**config.mk**
```make
export PLATFORM = sky130hd
export DESIGN_NAME = io_write_buffer
export DESIGN_NICKNAME = d
export VERILOG_FILES = /design/src/rtl/io_write_buffer_pkg.sv /design/src/rtl/io_port_fifo.sv /design/src/rtl/io_write_buffer.sv
export SDC_FILE = /design/constraint.sdc
export NUM_CORES = 1
export LEC_CHECK = 0
export ABC_AREA = 1
export CAP_MARGIN = 20
export CORE_ASPECT_RATIO = 1.4
export CORE_MARGIN = 2
export CORE_UTILIZATION = 51
export CTS_CLUSTER_DIAMETER = 80
export CTS_CLUSTER_SIZE = 30
export DETAILED_ROUTE_END_ITERATION = 10
export GPL_TIMING_DRIVEN = 0
export HOLD_SLACK_MARGIN = 0.1
export PLACE_DENSITY_LB_ADDON = 0.12
export SYNTH_ARGS = -nofsm -noshare
export SYNTH_HDL_FRONTEND = slang
export SYNTH_SLANG_ARGS = --single-unit
export TNS_END_PERCENT = 50
```
**constraint.sdc**
```tcl
create_clock -name clock -period 3.4 [get_ports clock]
set_input_delay 1.02 -clock clock [delete_from_list [all_inputs] [get_ports clock]]
set_output_delay 1.02 -clock clock [all_outputs]
set_load 0.02 [all_outputs]
```
**src/rtl/io_write_buffer_pkg.sv**
```systemverilog
// io_write_buffer_pkg: shared width helpers and port-slice index helper for io_write_buffer
package io_write_buffer_pkg;

    // Pointer width for a power-of-two FIFO depth.
    function automatic int ptr_width(input int depth);
        return $clog2(depth);
    endfunction

    // Count width: one extra bit so a full FIFO (count == depth) is representable.
    function automatic int cnt_width(input int depth);
        return $clog2(depth) + 1;
    endfunction

    // Low bit index of slice idx inside a flat vector of width-bit words.
    function automatic int slice_lo(input int idx, input int width);
        return idx * width;
    endfunction

endpackage

```
**src/rtl/io_port_fifo.sv**
```systemverilog
// io_port_fifo: single-port first-word-fall-through FIFO with registered almost-full flag
//   clock_i, reset_i        clock, async active-high reset
//   push_i, data_i          write strobe and word
//   ready_i                 consumer accepts head word
//   valid_o, data_o         head word available / head word (zero when not valid)
//   full_o                  registered almost-full flag
//   ovf_clear_i, overflow_o sticky drop flag, present only with IO_WRITE_BUFFER_OVERFLOW_EN
module io_port_fifo
    import io_write_buffer_pkg::*;
#(
    parameter int W          = 36,
    parameter int DEPTH      = 4,
    parameter int FULL_SLACK = 1
) (
    input  logic         clock_i,
    input  logic         reset_i,
    input  logic         push_i,
    input  logic [W-1:0] data_i,
    input  logic         ready_i,
    output logic         valid_o,
    output logic [W-1:0] data_o,
`ifdef IO_WRITE_BUFFER_OVERFLOW_EN
    input  logic         ovf_clear_i,
    output logic         overflow_o,
`endif
    output logic         full_o
);
    localparam int PW = ptr_width(DEPTH);
    localparam int CW = cnt_width(DEPTH);
    localparam logic [CW-1:0] DEPTH_C = CW'(DEPTH);
    localparam logic [CW-1:0] FULL_AT = CW'(DEPTH - FULL_SLACK);

    logic [W-1:0]  mem_q [DEPTH];
    logic [PW-1:0] wr_q, rd_q;
    logic [CW-1:0] cnt_q, cnt_d;
    logic          full_q, pop, accept;

    // A full FIFO still accepts a push when the head leaves on the same edge.
    always_comb begin
        pop    = (cnt_q != '0) & ready_i;
        accept = push_i & ((cnt_q < DEPTH_C) | pop);
        cnt_d  = cnt_q + CW'(accept) - CW'(pop);
    end

    always_ff @(posedge clock_i or posedge reset_i) begin
        if (reset_i) begin
            wr_q   <= '0;
            rd_q   <= '0;
            cnt_q  <= '0;
            full_q <= 1'b0;
        end else begin
            wr_q   <= wr_q + PW'(accept);
            rd_q   <= rd_q + PW'(pop);
            cnt_q  <= cnt_d;
            full_q <= cnt_d >= FULL_AT;
        end
    end

    // Storage is deliberately not reset; valid gating hides stale entries.
    always_ff @(posedge clock_i) begin
        if (accept) mem_q[wr_q] <= data_i;
    end

`ifdef IO_WRITE_BUFFER_OVERFLOW_EN
    logic ovf_q;
    // A drop on the same edge as a clear keeps the flag set.
    always_ff @(posedge clock_i or posedge reset_i) begin
        if (reset_i) ovf_q <= 1'b0;
        else         ovf_q <= (push_i & ~accept) | (ovf_q & ~ovf_clear_i);
    end
    assign overflow_o = ovf_q;
`endif

    assign valid_o = cnt_q != '0;
    assign data_o  = valid_o ? mem_q[rd_q] : '0;
    assign full_o  = full_q;

endmodule

```
**src/rtl/io_write_buffer.sv**
```systemverilog
// io_write_buffer: per-port write FIFOs between Memory I/O write ports and external devices
//   clock, reset                 clock, async active-high reset
//   io_wren, io_write_data       per-port write strobes and words from Memory
//   port_full                    registered per-port almost-full flag to issue logic
//   port_valid, port_ready       per-port valid/ready handshake to devices
//   port_data                    per-port head word, zero when not valid
//   overflow_clear, port_overflow  sticky drop flags, present only with IO_WRITE_BUFFER_OVERFLOW_EN
module io_write_buffer
    import io_write_buffer_pkg::*;
#(
    parameter int WORD_WIDTH = 36,
    parameter int PORT_COUNT = 4,
    parameter int DEPTH      = 4,
    parameter int FULL_SLACK = 1
) (
    input  logic                             clock,
    input  logic                             reset,
    input  logic [PORT_COUNT-1:0]            io_wren,
    input  logic [WORD_WIDTH*PORT_COUNT-1:0] io_write_data,
    output logic [PORT_COUNT-1:0]            port_full,
    output logic [PORT_COUNT-1:0]            port_valid,
    input  logic [PORT_COUNT-1:0]            port_ready,
`ifdef IO_WRITE_BUFFER_OVERFLOW_EN
    input  logic [PORT_COUNT-1:0]            overflow_clear,
    output logic [PORT_COUNT-1:0]            port_overflow,
`endif
    output logic [WORD_WIDTH*PORT_COUNT-1:0] port_data
);
    for (genvar g = 0; g < PORT_COUNT; g++) begin : g_port
        io_port_fifo #(
            .W         (WORD_WIDTH),
            .DEPTH     (DEPTH),
            .FULL_SLACK(FULL_SLACK)
        ) u_fifo (
            .clock_i    (clock),
            .reset_i    (reset),
            .push_i     (io_wren[g]),
            .data_i     (io_write_data[slice_lo(g, WORD_WIDTH) +: WORD_WIDTH]),
            .ready_i    (port_ready[g]),
            .valid_o    (port_valid[g]),
            .data_o     (port_data[slice_lo(g, WORD_WIDTH) +: WORD_WIDTH]),
`ifdef IO_WRITE_BUFFER_OVERFLOW_EN
            .ovf_clear_i(overflow_clear[g]),
            .overflow_o (port_overflow[g]),
`endif
            .full_o     (port_full[g])
        );
    end

endmodule

```
==> results of run 1 <==
==> logic make-up after synthesis <==
kind of cell	Yosys count	synth area share
flops	608	0.6949
buf+inv	735	0.1130
xor+xnor	12	0.004036
simple gates	935	0.1509
fa+ha+maj	16	0.008840
compound gates	147	0.02839
==> power breakdown <==
group | internal, mW | leakage, nW | switching (mW)
Sequential | 9.71 | 5.64 | 0.426
Clock | 1.53 | 0.371 | 2.21
Combinational | 4.33 | 8.06 | 8.33
==> sequential cells by signal, summed over array words and instances (netlist names) <==
signal	flops
g_port.u_fifo.mem_q	576
g_port.u_fifo.wr_q	8
g_port.u_fifo.cnt_q	12
g_port.u_fifo.rd_q	8
g_port.u_fifo.full_o	4
==> what timing repair did <==
| action | CTS | global route |
|---|---|---|
| gates resized for setup | 175 | 15 |
| endpoints found under the hold margin | 0 | 0 |
| hold buffers | 0 | 0 |
| setup endpoints to repair | 144 | 8 |
==> worst max-delay path by stage <==
stage,to,depth (start not counted),slack [ns],start
4_1_cts,port_data[14],5,-0.07,g_port[0].u_fifo.rd_q[0]$_DFF_PP0_
2_1_floorplan,g_port[3].u_fifo.mem_q[0][0]$_DFFE_PP_,2,-0.76,port_ready[3]
5_1_grt,port_data[5],5,-0.001,g_port[0].u_fifo.rd_q[0]$_DFF_PP0_
3_3_place_gp,g_port[0].u_fifo.mem_q[2][16]$_DFFE_PP_,5,-3.78,port_ready[0]
6_report,port_data[77],6,0.06,g_port[2].u_fifo.rd_q[0]$_DFF_PP0_
3_5_place_dp,g_port[3].u_fifo.mem_q[3][8]$_DFFE_PP_,5,-0.11,port_ready[3]
==> metal layers <==
metal / share of wire / GRT usage
met1: 0.39 / 0.2772
met2: 0.53 / 0.4278
met3: 0.061 / 0.04038
met4: 0.020 / 0.06388
met5: 0.0013 / 0
==> layout by cell type (no fill, tap or decap), types with 4 or more instances in the layout <==
cell type / instances
ha_1: 12
nor3_2: 18
inv_2: 9
a21oi_1: 143
dlygate4sd2_1: 138
inv_1: 614
buf_8: 13
xor2_1: 9
buf_4: 29
clkbuf_16: 25
nand2_1: 610
fa_1: 4
nor2_1: 4
buf_2: 51
dfrtp_1: 30
clkbuf_1: 13
nand3_1: 298
clkdlybuf4s50_1: 161
clkbuf_2: 27
buf_6: 47
edfxtp_1: 576
==> worst max-delay path: cells and delay by family (launching register included) <==
kind	cells	cell delay, ns
simple gates	2	0.20
compound gates	1	0.28
flops	1	0.46
buf+inv	3	0.78
==> cell type report <==
type	instances	area (sq um)	area share
repair buffers	365	3590	0.1144
well taps	650	813.3	0.02593
multi-input cells	1110	5084	0.1621
plain buffers	110	651.9	0.02078
diodes	3	7.507	0.0002393
clock buffers	38	684.4	0.02182
inverters	625	2346	0.07479
flip-flops and latches	608	18100	0.5770
clock inverters	7	91.34	0.002912
==> through the flow <==
| stage | area [sq um] | setup WS [ns] | util |
|---|---|---|---|
| finish | 31370 | 0.06028 | 0.6179 |
| detailed placement | 30710 | -0.1136 | 0.6049 |
| floorplan | 26040 | -0.7603 | - |
| CTS | 31350 | -0.07095 | 0.6176 |
| global route | 31370 | -0.001381 | 0.6179 |
| global placement | 29910 | -3.775 | 0.5892 |
==> results.py, run 1 <==
metrics = {
    "yosys": {
        "synth_top_cell_area_share": 0.6642,
        "ys_warn_count": 0,
        "synth.area.top_cells": "edfxtp_1, inv_1, nand2_1",
        "seq_area_frac_synth": 0.6949,
        "synth.largest_area_cell": "edfxtp_1",
        "yosysUniqueCellTypes": 25,
        "ys_ff_latch": 608,
        "async_reset_ff_frac": 0.05263,
        "synth_most_common_cell": "inv_1",
        "synth_common_cells": "inv_1, nand2_1, edfxtp_1",
        "syn_area_sq_um": 26040,
        "yosys_most_used_dff": "edfxtp_1",
        "postSynthAreaPerCell_sq_um": 10.62,
        "synth-edff-count": 576,
        "synth_cells": 2453,
        "syn-num-nets": 2623,
    },
    "job": {
        "maxCapViolCount": 0,
    },
    "clock_tree": {
        "clockRootBuffer": "clkbuf_16",
        "htreeDepth": 1,
        "clk_pin_slew_ns": 0.11,
        "clockBufferDepth": 3,
        "postCtsSetupBuffers": 0,
        "cts_tree": "built",
        "clk_latency_ns": 0.60,
        "cts_sinks": 608,
        "numCtsBuffers": 25,
    },
    "global_route": {
        "track_usage": 0.2314,
        "grt_overflow": 0,
        "grt_pass1_wl_um": 95740,
        "antenna_found_initial": 9,
        "grt_max_degree": 33,
        "grt_pass1_vias": 17969,
    },
    "setup_path": {
        "cp_slowest_cell": "dfrtp_1",
        "r2r_start": "g_port[3].u_fifo.cnt_q[2]$_DFF_PP0_",
        "max_stage_delay_ns": 0.46,
        "r2r-end": "g_port[3].u_fifo.mem_q[3][13]$_DFFE_PP_",
        "critPathCaptureType": "output port",
        "cp_cell_sequence": "buf_4, buf_2, nand2_1, nand3_1, a21oi_1, dlygate4sd2_1",
        "worstPathArrival_ns": 2.32,
        "reg2reg_depth": 5,
        "worstPathMaxFanout": 10,
        "regToRegSetupSlack_ns": 1.03,
        "required_ns": 2.38,
        "crit_type": "flop to output port",
        "start_kind": "flop",
    },
    "floorplan": {
        "dieArea_sq_um": 52910,
        "fp.dieW_um": 195.0,
        "boundaryPins": 306,
        "core_area_sq_um": 50760,
        "rows": 98,
        "die-height_um": 271.4,
        "start_util": 0.5130,
    },
    "routing": {
        "num_vias": 17558,
        "vias_per_cell": 4.994,
        "remaining_drc_errors": 0,
        "wl_um": 61470,
        "ant_nets": 0,
        "first_pass_iters": 7,
        "wl_per_cell_um": 17.48,
        "drtIter0Drc": 1016,
    },
    "pwr": {
        "finalPower_mw": 26.53,
        "leakage_nw": 14.07,
        "peakVddDrop_mv": 0.6061,
        "power_density_nw_per_um2": 845.8,
    },
    "place": {
        "io_buffers": 305,
        "dp.cells": 3468,
        "hpwlAfterDp_um": 43120,
        "gp_routability_congestion": 0.7951,
    },
    "hold_path": {
        "hold_end": "g_port[3].u_fifo.rd_q[0]$_DFF_PP0_",
        "holdCritPathClass": "flop to flop",
        "min_path_cells": 1,
        "hp-start": "g_port[3].u_fifo.rd_q[0]$_DFF_PP0_",
    },
    "timing": {
        "timing.final.crit_share": 0.9823,
        "period_minus_slack_ns": 3.340,
        "worst_pin_slew_ns": 1.066,
        "maxSlewViolCount": 0,
        "skew_ns": 0.01896,
        "max_slew_margin": 0.2853,
        "whs_ns": 0.5267,
        "setup_violations": 0,
        "fin_tns_setup_ns": 0,
        "max_freq_mhz": 299.4,
        "hold_viol_final": 0,
    },
    "status": {
        "status": "finished clean",
    },
    "layout": {
        "layout-drive-gt1-share": 0.08243,
        "final_cells": 3516,
        "area_growth_syn_to_layout_pct": 20.45,
        "fill_cells": 4107,
        "nets": 3015,
    },
}
(Power assumes the default switching activity.)
==> run 2: changes to the inputs <==
==> constraint.sdc (replaced) <==
create_clock -name clock -period 3.4 [get_ports clock]
set_input_delay 1.02 -clock clock [delete_from_list [all_inputs] [get_ports clock]]
set_output_delay 1.02 -clock clock [all_outputs]
set_load 0.005 [all_outputs]
==> results.py, run 2 (synthesis results as in run 1) <==
metrics = {
    "setup_path": {
        "setup.worst_path.end": "port_data[68]",
        "r2r-end": "g_port[3].u_fifo.mem_q[3][13]$_DFFE_PP_",
        "start_kind": "flop",
        "reg2reg_depth": 5,
        "regToRegSetupSlack_ns": 1.01,
        "startpoint": "g_port[1].u_fifo.rd_q[0]$_DFF_PP0_",
        "worstPathArrival_ns": 2.33,
        "crit_type": "flop to output port",
        "worstPathMaxFanout": 10,
        "required_ns": 2.38,
        "critPathCaptureType": "output port",
        "r2r_start": "g_port[3].u_fifo.cnt_q[2]$_DFF_PP0_",
    },
    "global_route": {
        "grt_pass1_wl_um": 96110,
        "grt_max_degree": 33,
        "antenna_found_initial": 9,
        "grt_pass1_vias": 18000,
        "grt_overflow": 0,
        "track_usage": 0.2319,
    },
    "status": {
        "status": "finished clean",
    },
    "pwr": {
        "leakage_nw": 14.24,
        "finalPower_mw": 26.32,
        "pwr-share-clk": 0.142,
        "p_int_mw": 16.81,
        "sw_frac_of_total": 0.3612,
        "power_density_nw_per_um2": 822.2,
        "power_switching_mw": 9.504,
        "peakVddDrop_mv": 0.6156,
        "seqPwrFrac": 0.385,
        "combPwrFrac": 0.473,
    },
    "routing": {
        "wl_um": 62160,
        "ant_nets": 0,
        "num_vias": 17746,
        "drtIter0Drc": 1046,
        "vias_per_cell": 5.034,
        "remaining_drc_errors": 0,
        "wl_per_cell_um": 17.63,
        "first_pass_iters": 5,
    },
    "layout": {
        "largest-register": "g_port.u_fifo.mem_q",
        "layout-drive-gt1-share": 0.1020,
        "area_growth_syn_to_layout_pct": 22.91,
        "final_common_cell": "inv_1",
        "nets": 3024,
        "top_regs": "g_port.u_fifo.mem_q (576), g_port.u_fifo.cnt_q (12)",
        "stdcell_area_sq_um": 32010,
        "layout_common_cells": "inv_1, nand2_1, edfxtp_1",
        "final_cells": 3525,
        "largest_reg_flops": 576,
    },
    "clock_tree": {
        "cts_tree": "built",
        "numCtsBuffers": 25,
        "clk_pin_slew_ns": 0.10,
        "clockBufferDepth": 3,
        "htreeDepth": 1,
        "clk_latency_ns": 0.60,
        "hold_buffers": 0,
        "clockRootBuffer": "clkbuf_16",
        "cts_sinks": 608,
    },
    "timing": {
        "hold_viol_final": 0,
        "skew_ns": 0.01763,
        "rsz0062_at_grt": "true",
        "setup_violations": 0,
        "worst_pin_slew_ns": 1.074,
        "period_minus_slack_ns": 3.350,
        "fin_tns_setup_ns": 0,
        "max_freq_mhz": 298.5,
        "max_slew_margin": 0.2798,
        "layout_setup_ws_ns": 0.04957,
        "timing.final.crit_share": 0.9854,
        "maxSlewViolCount": 0,
    },
    "hold_path": {
        "holdCritPathClass": "flop to flop",
    },
    "job": {
        "maxCapViolCount": 0,
    },
    "floorplan": {
        "die-height_um": 271.4,
        "fp.dieW_um": 195.0,
        "dieArea_sq_um": 52910,
        "rows": 98,
        "core_area_sq_um": 50760,
        "boundaryPins": 306,
        "start_util": 0.5130,
    },
    "place": {
        "hpwlAfterDp_um": 43120,
        "dpl_worst_slack_ns": -0.1136,
        "place_area_sq_um": 30710,
        "io_buffers": 305,
        "gp_routability_congestion": 0.7951,
        "dp.cells": 3468,
    },
}
## run 2: cell types whose count changed in the layout (fill, tap and decap cells not counted), moves of 9 or more
cell and change:
clkdlybuf4s50_1 +107, buf_2 -28, dlymetal6s2s_1 +31, a21oi_2 +46
a21oi_1 -46, clkbuf_2 -18, clkbuf_4 +9, dlygate4sd2_1 -133
buf_4 +40
## run 2: power groups by stage
stage | clock network [mW] | logic (mW) | registers, mW
after floorplan | 0 | 5.78 | 10.3
after global placement | 0 | 11.3 | 10.5
after detailed placement | 0 | 12.0 | 10.3
after CTS | 3.82 | 12.3 | 10.1
after global routing | 4.07 | 13.6 | 10.2
final | 3.74 | 12.4 | 10.1
## run 2: layout make-up
| cell class | instances | area [sq um] |
|---|---|---|
| Buffer | 110 | 784.5 |
| Timing Repair Buffer | 374 | 3911 |
| Antenna cell | 3 | 7.507 |
| Clock inverter | 7 | 91.34 |
| Multi-Input combinational cell | 1110 | 5256 |
| Inverter | 625 | 2357 |
| Fill cell | 3977 | 18760 |
| Clock buffer | 38 | 684.4 |
| Tap cell | 650 | 813.3 |
| Sequential cell | 608 | 18100 |
## run 2: metal layers
metal,part of all wire,vias to the layer above,GRT usage
li1,-,8551,-
met2,0.53,494,0.4303
met5,0.0013,-,0
met1,0.39,8599,0.2791
met4,0.020,12,0.05725
met3,0.065,90,0.04100
## run 2: metrics by stage
stage / utilization / hold slack (ns)
after floorplan: - / 0.4797
after global placement: 0.5892 / 0.4876
after detailed placement: 0.6049 / 0.5059
after CTS: 0.6243 / 0.5507
after global routing: 0.6305 / 0.5784
final: 0.6305 / 0.5523
## run 2: timing repair
action / CTS / global route
resized for setup: 90 / 116
cloned: 0 / 0
setup endpoints to repair: 132 / 132
buffers inserted: 1 / 8
pin swaps: 5 / 7
## run 2: critical path, cell delays in order, from the launching register on
cell,delay (ns)
dfrtp_1,0.38
buf_6,0.16
inv_2,0.10
buf_4,0.20
nand2_1,0.08
nand3_1,0.08
a21oi_2,0.21
clkdlybuf4s50_1,0.54
## run 2: how the worst min path moves through the flow
stage,slack (ns),from,endpoint,cells past startpoint
floorplan,0.48,g_port[1].u_fifo.rd_q[0]$_DFF_PP0_,g_port[1].u_fifo.rd_q[0]$_DFF_PP0_,1
global placement,0.49,g_port[3].u_fifo.rd_q[0]$_DFF_PP0_,g_port[3].u_fifo.rd_q[0]$_DFF_PP0_,1
detailed placement,0.51,g_port[3].u_fifo.rd_q[0]$_DFF_PP0_,g_port[3].u_fifo.rd_q[0]$_DFF_PP0_,1
CTS,0.55,g_port[3].u_fifo.rd_q[0]$_DFF_PP0_,g_port[3].u_fifo.rd_q[0]$_DFF_PP0_,1
global route,0.58,g_port[2].u_fifo.wr_q[1]$_DFF_PP0_,g_port[2].u_fifo.wr_q[1]$_DFF_PP0_,1
finish,0.55,g_port[2].u_fifo.wr_q[1]$_DFF_PP0_,g_port[2].u_fifo.wr_q[1]$_DFF_PP0_,1
